--- src/rtl/jstk_pkg.sv ---
// Shared constants, state encoding and DOUT field positions for the PmodJSTK2 scheduler.
package jstk_pkg;

  localparam logic [7:0] CMD_NOP    = 8'h00;
  localparam logic [7:0] CMD_SETLED = 8'h84;

  typedef enum logic [2:0] {
    S_IDLE,
    S_START,
    S_XFER,
    S_CAPTURE,
    S_ABORT,
    S_GAP
  } state_e;

  // Field positions inside the 40-bit DOUT word (byte 1 in [39:32]).
  localparam int X_LO_MSB = 39;
  localparam int X_LO_LSB = 32;
  localparam int X_HI_MSB = 25;
  localparam int X_HI_LSB = 24;
  localparam int Y_LO_MSB = 23;
  localparam int Y_LO_LSB = 16;
  localparam int Y_HI_MSB = 9;
  localparam int Y_HI_LSB = 8;
  localparam int BTN_MSB  = 1;
  localparam int BTN_LSB  = 0;

  function automatic logic [39:0] led_cmd(input logic [7:0] r, input logic [7:0] g,
                                          input logic [7:0] b);
    return {CMD_SETLED, r, g, b, 8'h00};
  endfunction

endpackage

--- src/rtl/jstk_poll_sched_if.sv ---
// Host / spiCtrl facing signals of the scheduler, bundled as one interface.
interface jstk_poll_sched_if;
  logic        ledReq;
  logic [7:0]  ledR;
  logic [7:0]  ledG;
  logic [7:0]  ledB;
  logic        ledAck;
  logic        SS;
  logic [39:0] DOUT;
  logic        sndRec;
  logic [39:0] DIN;
  logic [9:0]  posX;
  logic [9:0]  posY;
  logic [1:0]  btns;
  logic        dataValid;
  logic        err;

  // Scheduler side.
  modport master (
    input  ledReq, ledR, ledG, ledB, SS, DOUT,
    output ledAck, sndRec, DIN, posX, posY, btns, dataValid, err
  );

  // Host plus spiCtrl side.
  modport slave (
    output ledReq, ledR, ledG, ledB, SS, DOUT,
    input  ledAck, sndRec, DIN, posX, posY, btns, dataValid, err
  );
endinterface

--- src/rtl/jstk_tick_gen.sv ---
// Free-running 0..POLL_DIV-1 counter; tick is high in the cycle the counter wraps.
module jstk_tick_gen #(
  parameter int POLL_DIV = 3334
) (
  input  logic CLK,
  input  logic RST,
  output logic tick
);

  localparam int CW = $clog2(POLL_DIV);
  localparam logic [CW-1:0] CNT_LAST = CW'(POLL_DIV - 1);

  logic [CW-1:0] cnt_q, cnt_d;

  // Next count with wrap at POLL_DIV-1.
  always_comb begin
    cnt_d = (cnt_q == CNT_LAST) ? '0 : cnt_q + 1'b1;
  end

  // Counter register.
  always_ff @(posedge CLK or posedge RST) begin
    if (RST) cnt_q <= '0;
    else     cnt_q <= cnt_d;
  end

  assign tick = (cnt_q == CNT_LAST);

endmodule

--- src/rtl/jstk_poll_sched.sv ---
// Sequences 5-byte PmodJSTK2 exchanges through spiCtrl: periodic polls, LED writes
// with priority, completion via SS, and decode of the returned position bytes.
//
// state   | meaning
// --------+-----------------------------------------------------------
// IDLE    | sndRec low, arbitrate LED request vs pending poll
// START   | sndRec high, waiting for spiCtrl to drop SS
// XFER    | sndRec high, bytes shifting, waiting for SS to rise
// CAPTURE | sndRec high one cycle, decode DOUT, pulse dataValid/ledAck
// ABORT   | one cycle, sticky err set, nothing else updated
// GAP     | sndRec low GAP_CYC cycles so spiCtrl returns to its Idle
module jstk_poll_sched
  import jstk_pkg::*;
#(
  parameter int POLL_DIV = 3334,
  parameter int TIMEOUT  = 1023,
  parameter int GAP_CYC  = 2
) (
  input  logic               CLK,
  input  logic               RST,
  jstk_poll_sched_if.master  bus
);

  // One counter serves the START/XFER timeout and the GAP length.
  localparam int TMR_TOP = (TIMEOUT > GAP_CYC) ? TIMEOUT : GAP_CYC;
  localparam int TW      = $clog2(TMR_TOP + 1);
  localparam logic [TW-1:0] TMR_LIM = TW'(TIMEOUT);
  localparam logic [TW-1:0] GAP_END = TW'(GAP_CYC - 1);

  state_e      state_q, state_d;
  logic [TW-1:0] tmr_q, tmr_d, tmr_inc;
  logic        timed_out;
  logic        pend_q, pend_d;
  logic        is_led_q, is_led_d;
  logic        snd_q, snd_d;
  logic [39:0] din_q, din_d;
  logic [9:0]  pos_x_q, pos_x_d;
  logic [9:0]  pos_y_q, pos_y_d;
  logic [1:0]  btns_q, btns_d;
  logic        dv_q, dv_d;
  logic        ack_q, ack_d;
  logic        err_q, err_d;
  logic        tick;
  logic        unused_dout;

  jstk_tick_gen #(.POLL_DIV(POLL_DIV)) u_tick (
    .CLK  (CLK),
    .RST  (RST),
    .tick (tick)
  );

  // Next-state, command load, decode and pulse generation.
  always_comb begin
    state_d   = state_q;
    tmr_d     = tmr_q;
    pend_d    = pend_q | tick;
    is_led_d  = is_led_q;
    snd_d     = snd_q;
    din_d     = din_q;
    pos_x_d   = pos_x_q;
    pos_y_d   = pos_y_q;
    btns_d    = btns_q;
    dv_d      = 1'b0;
    ack_d     = 1'b0;
    err_d     = err_q;
    tmr_inc   = (tmr_q == '1) ? tmr_q : tmr_q + 1'b1;
    timed_out = (tmr_q == TMR_LIM);

    case (state_q)
      S_IDLE: begin
        if (bus.ledReq) begin
          state_d  = S_START;
          snd_d    = 1'b1;
          din_d    = led_cmd(bus.ledR, bus.ledG, bus.ledB);
          is_led_d = 1'b1;
          tmr_d    = '0;
          pend_d   = 1'b0;   // an LED exchange also returns a fresh position
        end else if (pend_q) begin
          state_d  = S_START;
          snd_d    = 1'b1;
          din_d    = {5{CMD_NOP}};
          is_led_d = 1'b0;
          tmr_d    = '0;
          pend_d   = 1'b0;
        end
      end
      S_START: begin
        if (!bus.SS) begin
          state_d = S_XFER;
          tmr_d   = '0;
        end else if (timed_out) begin
          state_d = S_ABORT;
          snd_d   = 1'b0;
        end else begin
          tmr_d = tmr_inc;
        end
      end
      S_XFER: begin
        if (bus.SS) begin
          state_d = S_CAPTURE;
        end else if (timed_out) begin
          state_d = S_ABORT;
          snd_d   = 1'b0;
        end else begin
          tmr_d = tmr_inc;
        end
      end
      S_CAPTURE: begin
        // sndRec is still high here, so DOUT is guaranteed stable.
        pos_x_d = {bus.DOUT[X_HI_MSB:X_HI_LSB], bus.DOUT[X_LO_MSB:X_LO_LSB]};
        pos_y_d = {bus.DOUT[Y_HI_MSB:Y_HI_LSB], bus.DOUT[Y_LO_MSB:Y_LO_LSB]};
        btns_d  = bus.DOUT[BTN_MSB:BTN_LSB];
        dv_d    = 1'b1;
        ack_d   = is_led_q;
        snd_d   = 1'b0;
        tmr_d   = '0;
        state_d = S_GAP;
      end
      S_ABORT: begin
        // ledReq stays asserted, so a failed LED write is retried from IDLE.
        err_d   = 1'b1;
        tmr_d   = '0;
        state_d = S_GAP;
      end
      S_GAP: begin
        if (tmr_q == GAP_END) state_d = S_IDLE;
        else                  tmr_d   = tmr_inc;
      end
      default: begin
        state_d = S_IDLE;
        snd_d   = 1'b0;
      end
    endcase
  end

  // State and output registers; reset drops sndRec without a clock.
  always_ff @(posedge CLK or posedge RST) begin
    if (RST) begin
      state_q  <= S_IDLE;
      tmr_q    <= '0;
      pend_q   <= 1'b0;
      is_led_q <= 1'b0;
      snd_q    <= 1'b0;
      din_q    <= '0;
      pos_x_q  <= '0;
      pos_y_q  <= '0;
      btns_q   <= '0;
      dv_q     <= 1'b0;
      ack_q    <= 1'b0;
      err_q    <= 1'b0;
    end else begin
      state_q  <= state_d;
      tmr_q    <= tmr_d;
      pend_q   <= pend_d;
      is_led_q <= is_led_d;
      snd_q    <= snd_d;
      din_q    <= din_d;
      pos_x_q  <= pos_x_d;
      pos_y_q  <= pos_y_d;
      btns_q   <= btns_d;
      dv_q     <= dv_d;
      ack_q    <= ack_d;
      err_q    <= err_d;
    end
  end

  assign bus.sndRec    = snd_q;
  assign bus.DIN       = din_q;
  assign bus.posX      = pos_x_q;
  assign bus.posY      = pos_y_q;
  assign bus.btns      = btns_q;
  assign bus.dataValid = dv_q;
  assign bus.ledAck    = ack_q;
  assign bus.err       = err_q;

  // DOUT bits carrying no position or button information.
  assign unused_dout = ^{bus.DOUT[31:26], bus.DOUT[15:10], bus.DOUT[7:2]};

endmodule

--- src/flat_wrapper.sv ---
// flat-port wrapper written by rule: the top's interface ports become plain ports
module jstk_poll_sched_flat import jstk_pkg::*;
#(
  parameter int POLL_DIV = 3334,
  parameter int TIMEOUT  = 1023,
  parameter int GAP_CYC  = 2
)
  (CLK, RST, bus_ledReq, bus_ledR, bus_ledG, bus_ledB, bus_SS, bus_DOUT, bus_ledAck, bus_sndRec, bus_DIN, bus_posX, bus_posY, bus_btns, bus_dataValid, bus_err);
  jstk_poll_sched_if bus_i ();
  input  logic CLK;
  input  logic RST;
  input wire logic [$bits(bus_i.ledReq)-1:0] bus_ledReq;
  input wire logic [$bits(bus_i.ledR)-1:0] bus_ledR;
  input wire logic [$bits(bus_i.ledG)-1:0] bus_ledG;
  input wire logic [$bits(bus_i.ledB)-1:0] bus_ledB;
  input wire logic [$bits(bus_i.SS)-1:0] bus_SS;
  input wire logic [$bits(bus_i.DOUT)-1:0] bus_DOUT;
  output wire logic [$bits(bus_i.ledAck)-1:0] bus_ledAck;
  output wire logic [$bits(bus_i.sndRec)-1:0] bus_sndRec;
  output wire logic [$bits(bus_i.DIN)-1:0] bus_DIN;
  output wire logic [$bits(bus_i.posX)-1:0] bus_posX;
  output wire logic [$bits(bus_i.posY)-1:0] bus_posY;
  output wire logic [$bits(bus_i.btns)-1:0] bus_btns;
  output wire logic [$bits(bus_i.dataValid)-1:0] bus_dataValid;
  output wire logic [$bits(bus_i.err)-1:0] bus_err;
  assign bus_i.ledReq = bus_ledReq;
  assign bus_i.ledR = bus_ledR;
  assign bus_i.ledG = bus_ledG;
  assign bus_i.ledB = bus_ledB;
  assign bus_i.SS = bus_SS;
  assign bus_i.DOUT = bus_DOUT;
  assign bus_ledAck = bus_i.ledAck;
  assign bus_sndRec = bus_i.sndRec;
  assign bus_DIN = bus_i.DIN;
  assign bus_posX = bus_i.posX;
  assign bus_posY = bus_i.posY;
  assign bus_btns = bus_i.btns;
  assign bus_dataValid = bus_i.dataValid;
  assign bus_err = bus_i.err;
  jstk_poll_sched #(.POLL_DIV(POLL_DIV), .TIMEOUT(TIMEOUT), .GAP_CYC(GAP_CYC)) u_core (.CLK(CLK), .RST(RST), .bus(bus_i));
endmodule
--- config.mk ---
export PLATFORM = sky130hd
export DESIGN_NAME = jstk_poll_sched_flat
export DESIGN_NICKNAME = d
export VERILOG_FILES = /design/src/rtl/jstk_pkg.sv /design/src/rtl/jstk_poll_sched_if.sv /design/src/rtl/jstk_tick_gen.sv /design/src/rtl/jstk_poll_sched.sv /design/src/flat_wrapper.sv
export SDC_FILE = /design/constraint.sdc
export NUM_CORES = 1
export LEC_CHECK = 0
export CAP_MARGIN = 20
export CORE_AREA = 2 2 84 102
export DETAILED_ROUTE_END_ITERATION = 10
export DIE_AREA = 0 0 86 104
export PLACE_DENSITY_LB_ADDON = 0.3
export RECOVER_POWER = 50
export SLEW_MARGIN = 20
export SYNTH_ARGS = -nofsm -noshare
export SYNTH_HDL_FRONTEND = slang
export SYNTH_SLANG_ARGS = --single-unit
--- constraint.sdc ---
create_clock -name CLK -period 3.4 [get_ports CLK]
set_clock_uncertainty 0.05 [all_clocks]
set_input_delay 0.68 -clock CLK [delete_from_list [all_inputs] [get_ports CLK]]
set_output_delay 0.68 -clock CLK [all_outputs]
set_load 0.05 [all_outputs]
==> results_dict.tcl <==
set metrics [dict create \
    num_antenna_cells 0 \
    dp_hpwl_um 5350 \
    dr.first_iter.drc_count 65 \
    path_class "register to output pin" \
    finalNetCount 457 \
    drive_gt1_share_pct 12.3 \
    die_area_um2 8940 \
    final.min_clock_period_ps 2320 \
    drv_cap 0 \
    fin_ws_ps 1080 \
    synth_edf_count 0 \
    worstSetupEndpointType "output pin" \
    path_clk_slew_ps 80 \
    synth_top_cell_area_share_pct 56.1 \
    root_buffer "clkbuf_8" \
    synth.distinct_cells 47 \
    cts_buffers 9 \
    hold_path_depth 1 \
    cts_setup_buffers 0 \
    power_density_nw_per_um2 1000 \
    ir_drop_v 0.000623 \
    row_count 36 \
    synth_area_per_cell_um2 12.1 \
    synthesis.area_um2 3440 \
    worst-path-buf-inv 1 \
    switchingPower_mw 2.18 \
    antenna_left 0 \
    period_share_pct 68.2 \
    coreArea_um2 7970 \
    hp-class "register to register" \
    antenna_found_initial 0 \
    ioPinCount 134 \
    crit_cells 1 \
    final-max-slew-violation-count 0 \
    drtPass1Iterations 4 \
    rr_worst_depth 4 \
    wl_per_cell_um 15.3 \
    clock_path_buffers 2 \
    power_frac_comb_pct 55.4 \
    arrival_ps 1590 \
    synthTopCellsByArea "dfrtp_1, mux2_2, a22o_1" \
    cts_hold_buf 0 \
    rsz0062_at_grt "no" \
    hold_viol_final 0 \
    grt_max_degree 30 \
    cpLargestDelayFamily "buffers and inverters" \
    nFillCells 670 \
    die_x_um 86 \
    maxSlewHeadroom_pct 28.9 \
    worstMarginPinSlew_ps 1070 \
    seqPwrFrac_pct 31.6 \
    internal_power_mw 2.45 \
    place_congestion 0.800 \
    h-tree-depth 3 \
    finalSetupTns_ps 0 \
    crit_chain "clkdlybuf4s50_1" \
    p_leak_nw 1.97 \
    cts.sinks 77 \
    cts_tree "yes" \
    route.detailed.drc 0 \
    synth.yosys.warnings 0 \
    place_ws_ps 856 \
    outcome "complete, no violations" \
    grt_overflow 0 \
    start_util_pct 43.1 \
    clk_latency_ps 350 \
    yosys.area.top_type "dfrtp_1" \
    critPathLaunchType "register" \
    ys_async_sr_fraction_pct 100 \
    wl_um 7400 \
    synth_flop_cell "dfrtp_1" \
    cts_resized 0 \
    cp_slowest_stage_delay_ps 830 \
    syn-instance-count 285 \
    cp.required_ps 2670 \
    grt_use_total_pct 17.9 \
    vias_per_cell 5.27 \
    area_growth_pct 34.2 \
    clockPowerShare_pct 12.9 \
    crit_path_top_delay_cell "clkdlybuf4s50_1" \
    p_sw_share_pct 47.0 \
    fmax_mhz 431 \
    grt_pass1_wl_um 12500 \
    ys_ff_latch 77 \
    setup_viol 0 \
    grt_pass1_vias 2519 \
    yosysSeqAreaShare_pct 56.1 \
    dr_total_vias 2553 \
    critPathMaxFanout 4 \
    die_y_um 104 \
    port_buffers 101 \
]
power groups by stage:
stage | Clock (mW) | Sequential [mW] | Combinational, mW
final | 0.598 | 1.46 | 2.56
after global routing | 0.658 | 1.51 | 2.69
after CTS | 0.616 | 1.47 | 2.59
after detailed placement | 0 | 1.48 | 2.59
after global placement | 0 | 1.47 | 2.55
after floorplan | 0 | 2.39 | 0.893
synthesized netlist by cell type (6+ instances only):
library cell,instances
and3_1,8
a31oi_1,6
nor2_1,19
o21ai_0,7
a21oi_1,9
inv_1,6
nand2_1,10
nand3_1,7
a22o_1,24
mux2_2,22
dfrtp_1,77
clkbuf_1,6
buf_4,16
state kept, by name, summed over array words and instances (netlist names):
| register | flops |
|---|---|
| u_core.bus.posX | 10 |
| u_core.tmr_q | 10 |
| u_core.bus.ledAck | 1 |
| u_core.bus.sndRec | 1 |
| u_core.bus.posY | 10 |
| u_core.pend_q | 1 |
| u_core.bus.err | 1 |
| u_core.bus.DIN | 25 |
| u_core.state_q | 3 |
| u_core.bus.btns | 2 |
| u_core.bus.dataValid | 1 |
| u_core.u_tick.cnt_q | 12 |
stage by stage:
stage	std cells	utilization (%)	total power, mW	cell area [um2]	hold slack [ps]
after global placement	469	55.9	4.02	4460	416
after global routing	484	57.9	4.87	4610	464
after floorplan	298	-	3.28	3490	402
final	484	57.9	4.63	4610	430
after CTS	484	58.0	4.68	4620	435
after detailed placement	469	55.9	4.07	4460	414
cell type report:
class | count | area (um2) | share of cell area, %
clock buffers | 9 | 124 | 2.69
repair buffers | 105 | 1030 | 22.4
well taps | 95 | 119 | 2.58
flip-flops and latches | 77 | 1930 | 41.8
clock inverters | 6 | 41.3 | 0.895
inverters | 6 | 22.5 | 0.488
multi-input cells | 186 | 1350 | 29.2
metal layers:
layer  vias up  part of all wire, %  track usage (%)
li1       1206                    -                -
met1      1251                   39             21.0
met2        77                   53             29.6
met3        19                  4.6             4.29
met4         0                  3.6             10.3
met5         -                    0                0
worst paths after layout:
| kind | from | end | slack (ps) |
|---|---|---|---|
| hold reg to reg | u_core.bus.err$_DFFE_PP0P_ | u_core.bus.err$_DFFE_PP0P_ | 430 |
| setup reg to reg | u_core.state_q[2]$_DFFE_PP0P_ | u_core.bus.DIN[13]$_DFFE_PP0P_ | 1140 |
| setup / recovery | u_core.bus.DIN[34]$_DFFE_PP0P_ | bus_DIN[34] | 1080 |
| hold / removal | u_core.bus.err$_DFFE_PP0P_ | u_core.bus.err$_DFFE_PP0P_ | 430 |
| min in group asynchronous | RST | u_core.bus.posY[5]$_DFFE_PP0P_ | 990 |
| max in group asynchronous | RST | u_core.tmr_q[8]$_DFFE_PP0P_ | 1140 |
cell usage in the layout (no fill, tap or decap), types with 4 or more instances in the layout:
cell / instances
nor3_1: 5
mux2_2: 22
xnor2_1: 5
nor2_1: 19
clkbuf_8: 9
xor2_1: 5
nand2_1: 10
o21ai_0: 7
dfrtp_1: 77
a21oi_1: 9
inv_1: 6
ha_1: 4
conb_1: 14
and3_1: 8
a22o_1: 24
a31oi_1: 6
nand3_1: 7
clkdlybuf4s50_1: 100
kinds of logic (layout without fill, tap and decap cells):
family,Yosys count,in the layout,share of synthesized area (%)
xor+xnor,10,10,2.55
simple gates,69,69,11.1
buf+inv,35,126,6.19
fa+ha+maj,4,4,1.46
mux,22,22,7.21
flops,77,77,56.1
compound gates,67,67,15.3
other cells,1,14,0.109
Note: power is estimated with default switching activity, not from simulation.
